===== config.mk =====
export PLATFORM = sky130hd
export DESIGN_NAME = pulse_sequencer
export DESIGN_NICKNAME = d
export VERILOG_FILES = /design/src/rtl/pt_feedback_pkg.sv /design/src/rtl/edge_detector.sv /design/src/rtl/pulse_sequencer.sv
export SDC_FILE = /design/constraint.sdc
export NUM_CORES = 1
export LEC_CHECK = 0
export CAP_MARGIN = 15
export CORE_AREA = 8 8 155 157
export DETAILED_ROUTE_END_ITERATION = 8
export DIE_AREA = 0 0 163 165
export PLACE_DENSITY_LB_ADDON = 0.3
export SLEW_MARGIN = 10
export SYNTH_ARGS = -nofsm -noshare
export SYNTH_HDL_FRONTEND = slang
export SYNTH_SLANG_ARGS = --single-unit

===== constraint.sdc =====
create_clock -name clk_i -period 6.23 [get_ports clk_i]
set_input_delay 0.9345 -clock clk_i [delete_from_list [all_inputs] [get_ports clk_i]]
set_output_delay 0.9345 -clock clk_i [all_outputs]
set_load 0.01 [all_outputs]

===== src/rtl/pt_feedback_pkg.sv =====
`default_nettype none
// ============================================================================
// Module      : pt_feedback_pkg
// Description : Shared types and default sizes for the pt_feedback datapath.
//               Holds the pulse sequencer state encoding and the default
//               counter/repeat widths used as parameter defaults.
// Ports       : none (package)
// Revision    : 1.0 - initial release
// ============================================================================
package pt_feedback_pkg;

  localparam int c_CNT_W_DEF = 32;
  localparam int c_RPT_W_DEF = 16;

  typedef enum logic [2:0] {
    S_IDLE  = 3'd0,
    S_ARMED = 3'd1,
    S_DELAY = 3'd2,
    S_HIGH  = 3'd3,
    S_LOW   = 3'd4
  } state_e;

endpackage : pt_feedback_pkg
`default_nettype wire


===== src/rtl/edge_detector.sv =====
`default_nettype none
// ============================================================================
// Module      : edge_detector
// Description : Rising-edge detector for a level that is already synchronous
//               to clk_i. The rise flag is combinational: it is high in the
//               same cycle the input is first seen high.
// Ports       : clk_i   - system clock
//               rst_ni  - asynchronous active-low reset
//               i_sig   - level to watch
//               o_rise  - high for the first cycle i_sig is 1 after a 0
// Revision    : 1.0 - initial release
// ============================================================================
module edge_detector (
  input  logic clk_i,
  input  logic rst_ni,
  input  logic i_sig,
  output logic o_rise
);

  logic r_prev;

  // Previous-cycle copy of the level; cleared by reset so a level already
  // high when reset releases reads as a rise on the first cycle.
  always_ff @(posedge clk_i or negedge rst_ni) begin
    if (!rst_ni) begin
      r_prev <= 1'b0;
    end else begin
      r_prev <= i_sig;
    end
  end

  assign o_rise = i_sig & ~r_prev;

endmodule : edge_detector
`default_nettype wire


===== src/rtl/pulse_sequencer.sv =====
`default_nettype none
// ============================================================================
// Module      : pulse_sequencer
// Description : Armed, trigger-driven pulse scheduler. Once armed, a rising
//               edge on trig_i starts a programmable delay followed by a
//               train of pulses (width, period, count). Configuration is
//               captured at the trigger so the running train is immune to
//               later register-bank writes.
// Ports       : clk_i    - system clock
//               rst_ni   - asynchronous active-low reset
//               trig_i   - trigger level (synchronous to clk_i)
//               arm_i    - one-cycle arm request
//               abort_i  - abort, highest priority
//               delay_i  - cycles from trigger edge to first pulse
//               width_i  - pulse high time (0 behaves as 1)
//               period_i - pulse repetition period
//               count_i  - number of pulses (0 behaves as 1)
//               pulse_o  - pulse train output
//               armed_o  - waiting for a trigger edge
//               busy_o   - from accepted trigger until the train ends
//               done_o   - one-cycle strobe after the last pulse
// Revision    : 1.0 - initial release
// ============================================================================
module pulse_sequencer
  import pt_feedback_pkg::*;
#(
  parameter int CNT_W = c_CNT_W_DEF,
  parameter int RPT_W = c_RPT_W_DEF
) (
  input  logic             clk_i,
  input  logic             rst_ni,
  input  logic             trig_i,
  input  logic             arm_i,
  input  logic             abort_i,
  input  logic [CNT_W-1:0] delay_i,
  input  logic [CNT_W-1:0] width_i,
  input  logic [CNT_W-1:0] period_i,
  input  logic [RPT_W-1:0] count_i,
  output logic             pulse_o,
  output logic             armed_o,
  output logic             busy_o,
  output logic             done_o
);

  localparam logic [CNT_W-1:0] c_CNT_ZERO = '0;
  localparam logic [CNT_W-1:0] c_CNT_ONE  = CNT_W'(1);
  localparam logic [RPT_W-1:0] c_RPT_ZERO = '0;
  localparam logic [RPT_W-1:0] c_RPT_ONE  = RPT_W'(1);

  // --------------------------------------------------------------------------
  // Registered state
  // --------------------------------------------------------------------------
  state_e           r_state;
  logic [CNT_W-1:0] r_cnt;      // cycles left in current phase, minus one
  logic [RPT_W-1:0] r_rep;      // pulses still to emit, including current
  logic [CNT_W-1:0] r_wid_m1;   // shadow: HIGH length minus one
  logic [CNT_W-1:0] r_low_m1;   // shadow: LOW length minus one
  logic             r_done;

  state_e           w_state_nxt;
  logic [CNT_W-1:0] w_cnt_nxt;
  logic [RPT_W-1:0] w_rep_nxt;
  logic [CNT_W-1:0] w_wid_m1_nxt;
  logic [CNT_W-1:0] w_low_m1_nxt;
  logic             w_done_nxt;

  // --------------------------------------------------------------------------
  // Trigger edge
  // --------------------------------------------------------------------------
  logic w_pe;

  edge_detector u_trig_edge (
    .clk_i  (clk_i),
    .rst_ni (rst_ni),
    .i_sig  (trig_i),
    .o_rise (w_pe)
  );

  // --------------------------------------------------------------------------
  // Configuration as it would be captured at a trigger
  // --------------------------------------------------------------------------
  logic [CNT_W-1:0] w_cfg_wid;
  logic [CNT_W-1:0] w_cfg_wid_m1;
  logic [CNT_W-1:0] w_cfg_low;
  logic [CNT_W-1:0] w_cfg_low_m1;
  logic [RPT_W-1:0] w_cfg_rep;

  assign w_cfg_wid    = (width_i == c_CNT_ZERO) ? c_CNT_ONE : width_i;
  assign w_cfg_wid_m1 = w_cfg_wid - c_CNT_ONE;
  // The gap saturates at one cycle so back-to-back pulses never merge even
  // when the period is not longer than the pulse.
  assign w_cfg_low    = (period_i > w_cfg_wid) ? (period_i - w_cfg_wid) : c_CNT_ONE;
  assign w_cfg_low_m1 = w_cfg_low - c_CNT_ONE;
  assign w_cfg_rep    = (count_i == c_RPT_ZERO) ? c_RPT_ONE : count_i;

  // --------------------------------------------------------------------------
  // State register and counters
  // --------------------------------------------------------------------------
  always_ff @(posedge clk_i or negedge rst_ni) begin
    if (!rst_ni) begin
      r_state  <= S_IDLE;
      r_cnt    <= c_CNT_ZERO;
      r_rep    <= c_RPT_ZERO;
      r_wid_m1 <= c_CNT_ZERO;
      r_low_m1 <= c_CNT_ZERO;
      r_done   <= 1'b0;
    end else begin
      r_state  <= w_state_nxt;
      r_cnt    <= w_cnt_nxt;
      r_rep    <= w_rep_nxt;
      r_wid_m1 <= w_wid_m1_nxt;
      r_low_m1 <= w_low_m1_nxt;
      r_done   <= w_done_nxt;
    end
  end

  // --------------------------------------------------------------------------
  // Next-state logic
  // --------------------------------------------------------------------------
  always_comb begin
    w_state_nxt  = r_state;
    w_cnt_nxt    = r_cnt;
    w_rep_nxt    = r_rep;
    w_wid_m1_nxt = r_wid_m1;
    w_low_m1_nxt = r_low_m1;
    w_done_nxt   = 1'b0;

    if (abort_i) begin
      // Abort overrides everything, including a same-cycle arm or trigger.
      w_state_nxt = S_IDLE;
      w_cnt_nxt   = c_CNT_ZERO;
      w_rep_nxt   = c_RPT_ZERO;
    end else begin
      case (r_state)
        S_IDLE: begin
          // A trigger edge coinciding with arm is not seen: pe is only
          // consulted once the ARMED state is registered.
          if (arm_i) begin
            w_state_nxt = S_ARMED;
          end
        end

        S_ARMED: begin
          if (w_pe) begin
            w_wid_m1_nxt = w_cfg_wid_m1;
            w_low_m1_nxt = w_cfg_low_m1;
            w_rep_nxt    = w_cfg_rep;
            if (delay_i == c_CNT_ZERO) begin
              w_state_nxt = S_HIGH;
              w_cnt_nxt   = w_cfg_wid_m1;
            end else begin
              w_state_nxt = S_DELAY;
              w_cnt_nxt   = delay_i - c_CNT_ONE;
            end
          end
        end

        S_DELAY: begin
          if (r_cnt == c_CNT_ZERO) begin
            w_state_nxt = S_HIGH;
            w_cnt_nxt   = r_wid_m1;
          end else begin
            w_cnt_nxt = r_cnt - c_CNT_ONE;
          end
        end

        S_HIGH: begin
          if (r_cnt == c_CNT_ZERO) begin
            if (r_rep > c_RPT_ONE) begin
              w_state_nxt = S_LOW;
              w_cnt_nxt   = r_low_m1;
              w_rep_nxt   = r_rep - c_RPT_ONE;
            end else begin
              w_state_nxt = S_IDLE;
              w_rep_nxt   = c_RPT_ZERO;
              w_done_nxt  = 1'b1;
            end
          end else begin
            w_cnt_nxt = r_cnt - c_CNT_ONE;
          end
        end

        S_LOW: begin
          if (r_cnt == c_CNT_ZERO) begin
            w_state_nxt = S_HIGH;
            w_cnt_nxt   = r_wid_m1;
          end else begin
            w_cnt_nxt = r_cnt - c_CNT_ONE;
          end
        end

        default: begin
          w_state_nxt = S_IDLE;
          w_cnt_nxt   = c_CNT_ZERO;
          w_rep_nxt   = c_RPT_ZERO;
        end
      endcase
    end
  end

  // --------------------------------------------------------------------------
  // Outputs decode the registered state, so async reset clears them at once.
  // --------------------------------------------------------------------------
  assign pulse_o = (r_state == S_HIGH);
  assign armed_o = (r_state == S_ARMED);
  assign busy_o  = (r_state == S_DELAY) || (r_state == S_HIGH) || (r_state == S_LOW);
  assign done_o  = r_done;

endmodule : pulse_sequencer
`default_nettype wire


==> results of run 1 <==
## logic make-up (layout without fill, tap and decap cells)
logic type | after synthesis | count (layout)
mux | 10 | 10
fa+ha+maj | 40 | 40
compound gates | 438 | 438
buf+inv | 130 | 245
flops | 117 | 117
xor+xnor | 114 | 114
simple gates | 589 | 589
## power by group
part           switching, mW  total, mW  leakage, nW  internal [mW]
clock network          0.381       1.01        0.286          0.630
registers              0.229       1.27         1.54           1.04
logic                   1.89       2.99         3.42           1.10
total                   2.50       5.27         5.24           2.77
## area by class of cell
type	count	area, µm²
timing repair buffer	160	1500
fill	1967	8510
inverter	54	203
multi-input combinational	1191	7390
sequential	117	2930
clock buffer	17	425
clock inverter	14	179
tap	280	350
## state kept, by name, summed over array words and instances, names as in the netlist
signal and cells:
r_low_m1 32, r_wid_m1 32, r_rep 16, r_state 3
u_trig_edge.r_prev 1, r_cnt 32, done_o 1
## layer usage
metal / vias to the layer above / track usage, %
li1: 5482 / -
met1: 5420 / 34.8
met2: 564 / 41.9
met3: 64 / 3.99
met4: 0 / 8.38
met5: - / 0
## worst max-delay path by stage
stage	from	to	slack [ps]	cells after the start
floorplan	width_i[6]	r_low_m1[30]	80	24
global placement	width_i[24]	r_low_m1[30]	20	23
finish	width_i[5]	r_low_m1[30]	360	19
CTS	width_i[24]	r_low_m1[30]	300	19
global route	width_i[6]	r_low_m1[30]	70	23
detailed placement	width_i[24]	r_low_m1[30]	-120	19
## worst max-delay path, cell delays in order
cell and delay [ps]:
clkdlybuf4s50_1 430, or4_1 600, nor4_2 390, nand3_1 180, o21bai_2 190, ha_1 190, inv_1 60, fa_1 440
a211oi_4 290, o311ai_1 200, and3_1 240, or3_1 330, a2111oi_1 430, buf_4 190, nand3_1 140, a2bb2oi_2 250
nand3b_1 220, or3_1 340, a31oi_1 160
## cell usage after synthesis, types with 23 or more instances
| cell type | count | area, µm² |
|---|---|---|
| o21ai_0 | 135 | 676 |
| dfrtp_1 | 117 | 2930 |
| clkbuf_1 | 49 | 184 |
| nand2_1 | 191 | 717 |
| nor3_1 | 79 | 395 |
| a211oi_1 | 23 | 173 |
| nor2_1 | 121 | 454 |
| xnor2_1 | 72 | 631 |
| or3_1 | 24 | 150 |
| a22oi_1 | 27 | 203 |
| inv_1 | 53 | 199 |
| a21oi_1 | 86 | 430 |
| nor4_1 | 27 | 169 |
| o31ai_1 | 30 | 225 |
| xor2_1 | 42 | 368 |
| nand3_1 | 25 | 125 |
| ha_1 | 39 | 488 |
## stage by stage
| stage | utilization [%] | hold WS [ps] |
|---|---|---|
| finish | 60.4 | 482 |
| global route | 60.4 | 511 |
| CTS | 60.3 | 483 |
| detailed placement | 57.5 | 466 |
| global placement | 57.5 | 459 |
| floorplan | - | 444 |
## repair_timing
item                                    in CTS  in global routing
hold endpoints to repair                     0                  0
endpoints found under the setup margin       0                  5
buffers inserted                             0                  0
resized for setup                            0                  2
==> results_tabular.tex, run 1 <==
\begin{tabular}{lr}
\hline
Metric & Value \\
\hline
\multicolumn{2}{l}{\textbf{Worst setup path}} \\
\quad Worst Path Class, Setup & input pin to flop \\
\quad Worst R2R Start & r\_cnt[22] \\
\quad Crit path DAT & 6210 ps \\
\quad Register-to-register setup slack & 1720 ps \\
\quad Critical path fanouts, max & 9 \\
\quad Required time of the critical path & 6570 ps \\
\quad Critical Path Sink Type & flop \\
\quad Cell count of the worst reg-to-reg path & 12 \\
\quad Crit path launch type & input pin \\
\quad Reg2Reg Capture Point & r\_state[0] \\
\multicolumn{2}{l}{\textbf{Route}} \\
\quad Highest signal layer in the routed design & met4 \\
\quad Initial DRC count & 1,209 \\
\quad Met3 routed WL & 2860 µm \\
\quad Via-to-Cell Ratio & 6.29 \\
\quad Post-Route WL & 35,300 µm \\
\quad Wire length on met2 & 16,500 µm \\
\quad Routed wirelength normalized by instance count & 19.3 µm \\
\quad Wl on met1 & 15,200 µm \\
\quad Vias post-DR & 11,500 \\
\quad DRC Markers & 0 \\
\quad Routed Antenna Nets & 0 \\
\quad First-pass iteration count of the detailed router & 8 \\
\multicolumn{2}{l}{\textbf{Floorplanning}} \\
\quad Num rows & 54 \\
\quad Effective utilization at floorplan & 50.3\% \\
\quad Count of pins on the block boundary & 121 \\
\quad Area of the core & 21,500 µm² \\
\quad Die Footprint & 26,900 µm² \\
\quad Width of the die & 163 µm \\
\quad Die height & 165 µm \\
\multicolumn{2}{l}{\textbf{Final layout}} \\
\quad Highest-count cells in the layout ignoring fill and taps & nand2\_1, o21ai\_0, nor2\_1, clkdlybuf4s50\_1, dfrtp\_1 \\
\quad Antenna diode count & 0 \\
\quad Ratio of cells with drive above 1 in the final layout & 7.21\% \\
\quad Final design instance area without fill & 13,000 µm² \\
\quad Non-filler cells in the finished layout & 1,833 \\
\quad Area growth syn-to-layout & 19.9\% \\
\quad Commonest non-fill, non-tap cell in the layout & nand2\_1 \\
\quad Post-layout net count & 1,698 \\
\multicolumn{2}{l}{\textbf{Clock tree}} \\
\quad CTS H-tree lvls & 4 \\
\quad Number of buffers added to fix hold violations after cts & 0 \\
\quad Clock Tree Buf Depth & 2 \\
\quad Root Buffer & clkbuf\_16 \\
\quad Clock latency on the worst-skew pair & 420 ps \\
\quad CTS Sinks & 117 \\
\quad Total clock buffers created by CTS & 17 \\
\quad CTS tree & built \\
\quad Clock transition time at the flip-flop clock pins of the worst setup and hold paths & 60 ps \\
\multicolumn{2}{l}{\textbf{Placement}} \\
\quad Placed wire-length estimate & 26,400 µm \\
\quad Area post-placement & 12,400 µm² \\
\quad Final RePlAce weighted congestion & 0.992 \\
\quad Worst setup slack before clock tree synthesis & -122 ps \\
\quad Post-placement cell count & 1,802 \\
\quad Buffers on Ports & 120 \\
\multicolumn{2}{l}{\textbf{Global routing}} \\
\quad Number of global-route vias before repair & 10,700 \\
\quad Pin count of the biggest net entering global routing & 103 \\
\quad Number of antenna violations at the first check in global routing & 0 \\
\quad Total congestion overflow after global routing & 0 \\
\quad Global routing usage summed across all routing layers & 25.9\% \\
\quad Wire length of the first global-routing pass & 56,400 µm \\
\multicolumn{2}{l}{\textbf{Logic synthesis}} \\
\quad Most instantiated flip-flop cell in the synthesis netlist & dfrtp\_1 \\
\quad Flops \& latches, synth & 117 \\
\quad Post-Synth XOR/XNOR Area & 9.23\% \\
\quad Simple-gate portion of the synthesized area & 26.9\% \\
\quad Post-Syn Area & 10,800 µm² \\
\quad Combinational family with the most area after synthesis & simple AND/OR/NAND/NOR gates \\
\quad Number of unique standard cell types used by synthesis & 95 \\
\quad Post-synthesis compound-gate area fraction & 26.2\% \\
\quad Fraction of the yosys area taken by sequential cells & 27.1\% \\
\quad Adder and majority cell fraction of the synthesized area & 4.70\% \\
\quad Number of standard cells after synthesis & 1,438 \\
\quad Syn nets & 1,595 \\
\quad Post-synthesis mux area share & 0.960\% \\
\quad Proportion of synthesized flip-flops having asynchronous set or reset & 100\% \\
\quad Mean cell area of the mapped netlist & 7.52 µm² \\
\quad Yosys warns & 0 \\
\quad Number of enable-type register cells in the synthesized netlist & 0 \\
\multicolumn{2}{l}{\textbf{STA}} \\
\quad Max Slew Vio Count & 0 \\
\quad Final worst clock skew & 8.32 ps \\
\quad RSZ-0062 raised after global routing & no \\
\quad Least setup slack across all paths after layout & 359 ps \\
\quad Final number of setup-violating endpoints & 0 \\
\quad Post-route fraction of the period consumed by the critical path & 94.2\% \\
\quad Endpoints failing hold & 0 \\
\quad Shortest clock period the worst path allows after layout & 5870 ps \\
\quad Measured slew at the worst slew-check pin & 1080 ps \\
\quad Aggregate negative setup slack & 0 ps \\
\quad Headroom to the max-slew limit & 27.9\% \\
\quad Maximum operating frequency & 0.170 GHz \\
\multicolumn{2}{l}{\textbf{Worst hold path}} \\
\quad Number of stages on the worst hold path & 2 \\
\quad Hold path startpoint & r\_low\_m1[17] \\
\quad Hold crit path type & flop to flop \\
\quad Hold path endpoint & r\_low\_m1[17] \\
\multicolumn{2}{l}{\textbf{Power and ir drop}} \\
\quad Max IR drop VDD & 254 µV \\
\quad Overall power consumption & 5.27 mW \\
\quad Power per Cell Area & 406 nW/µm² \\
\quad Leakage power & 5.24 nW \\
\multicolumn{2}{l}{\textbf{Status}} \\
\quad Result of the run & completed \\
\multicolumn{2}{l}{\textbf{Flow run}} \\
\quad Max-cap viol count & 0 \\
\hline
\end{tabular}
Note: power is estimated with default switching activity, not from simulation.
==> run 2: changes to the inputs <==
- SLEW_MARGIN: 10 -> not set
==> results of run 2 <==
The final DEF is identical to that of run 1; final timing and power are the same.
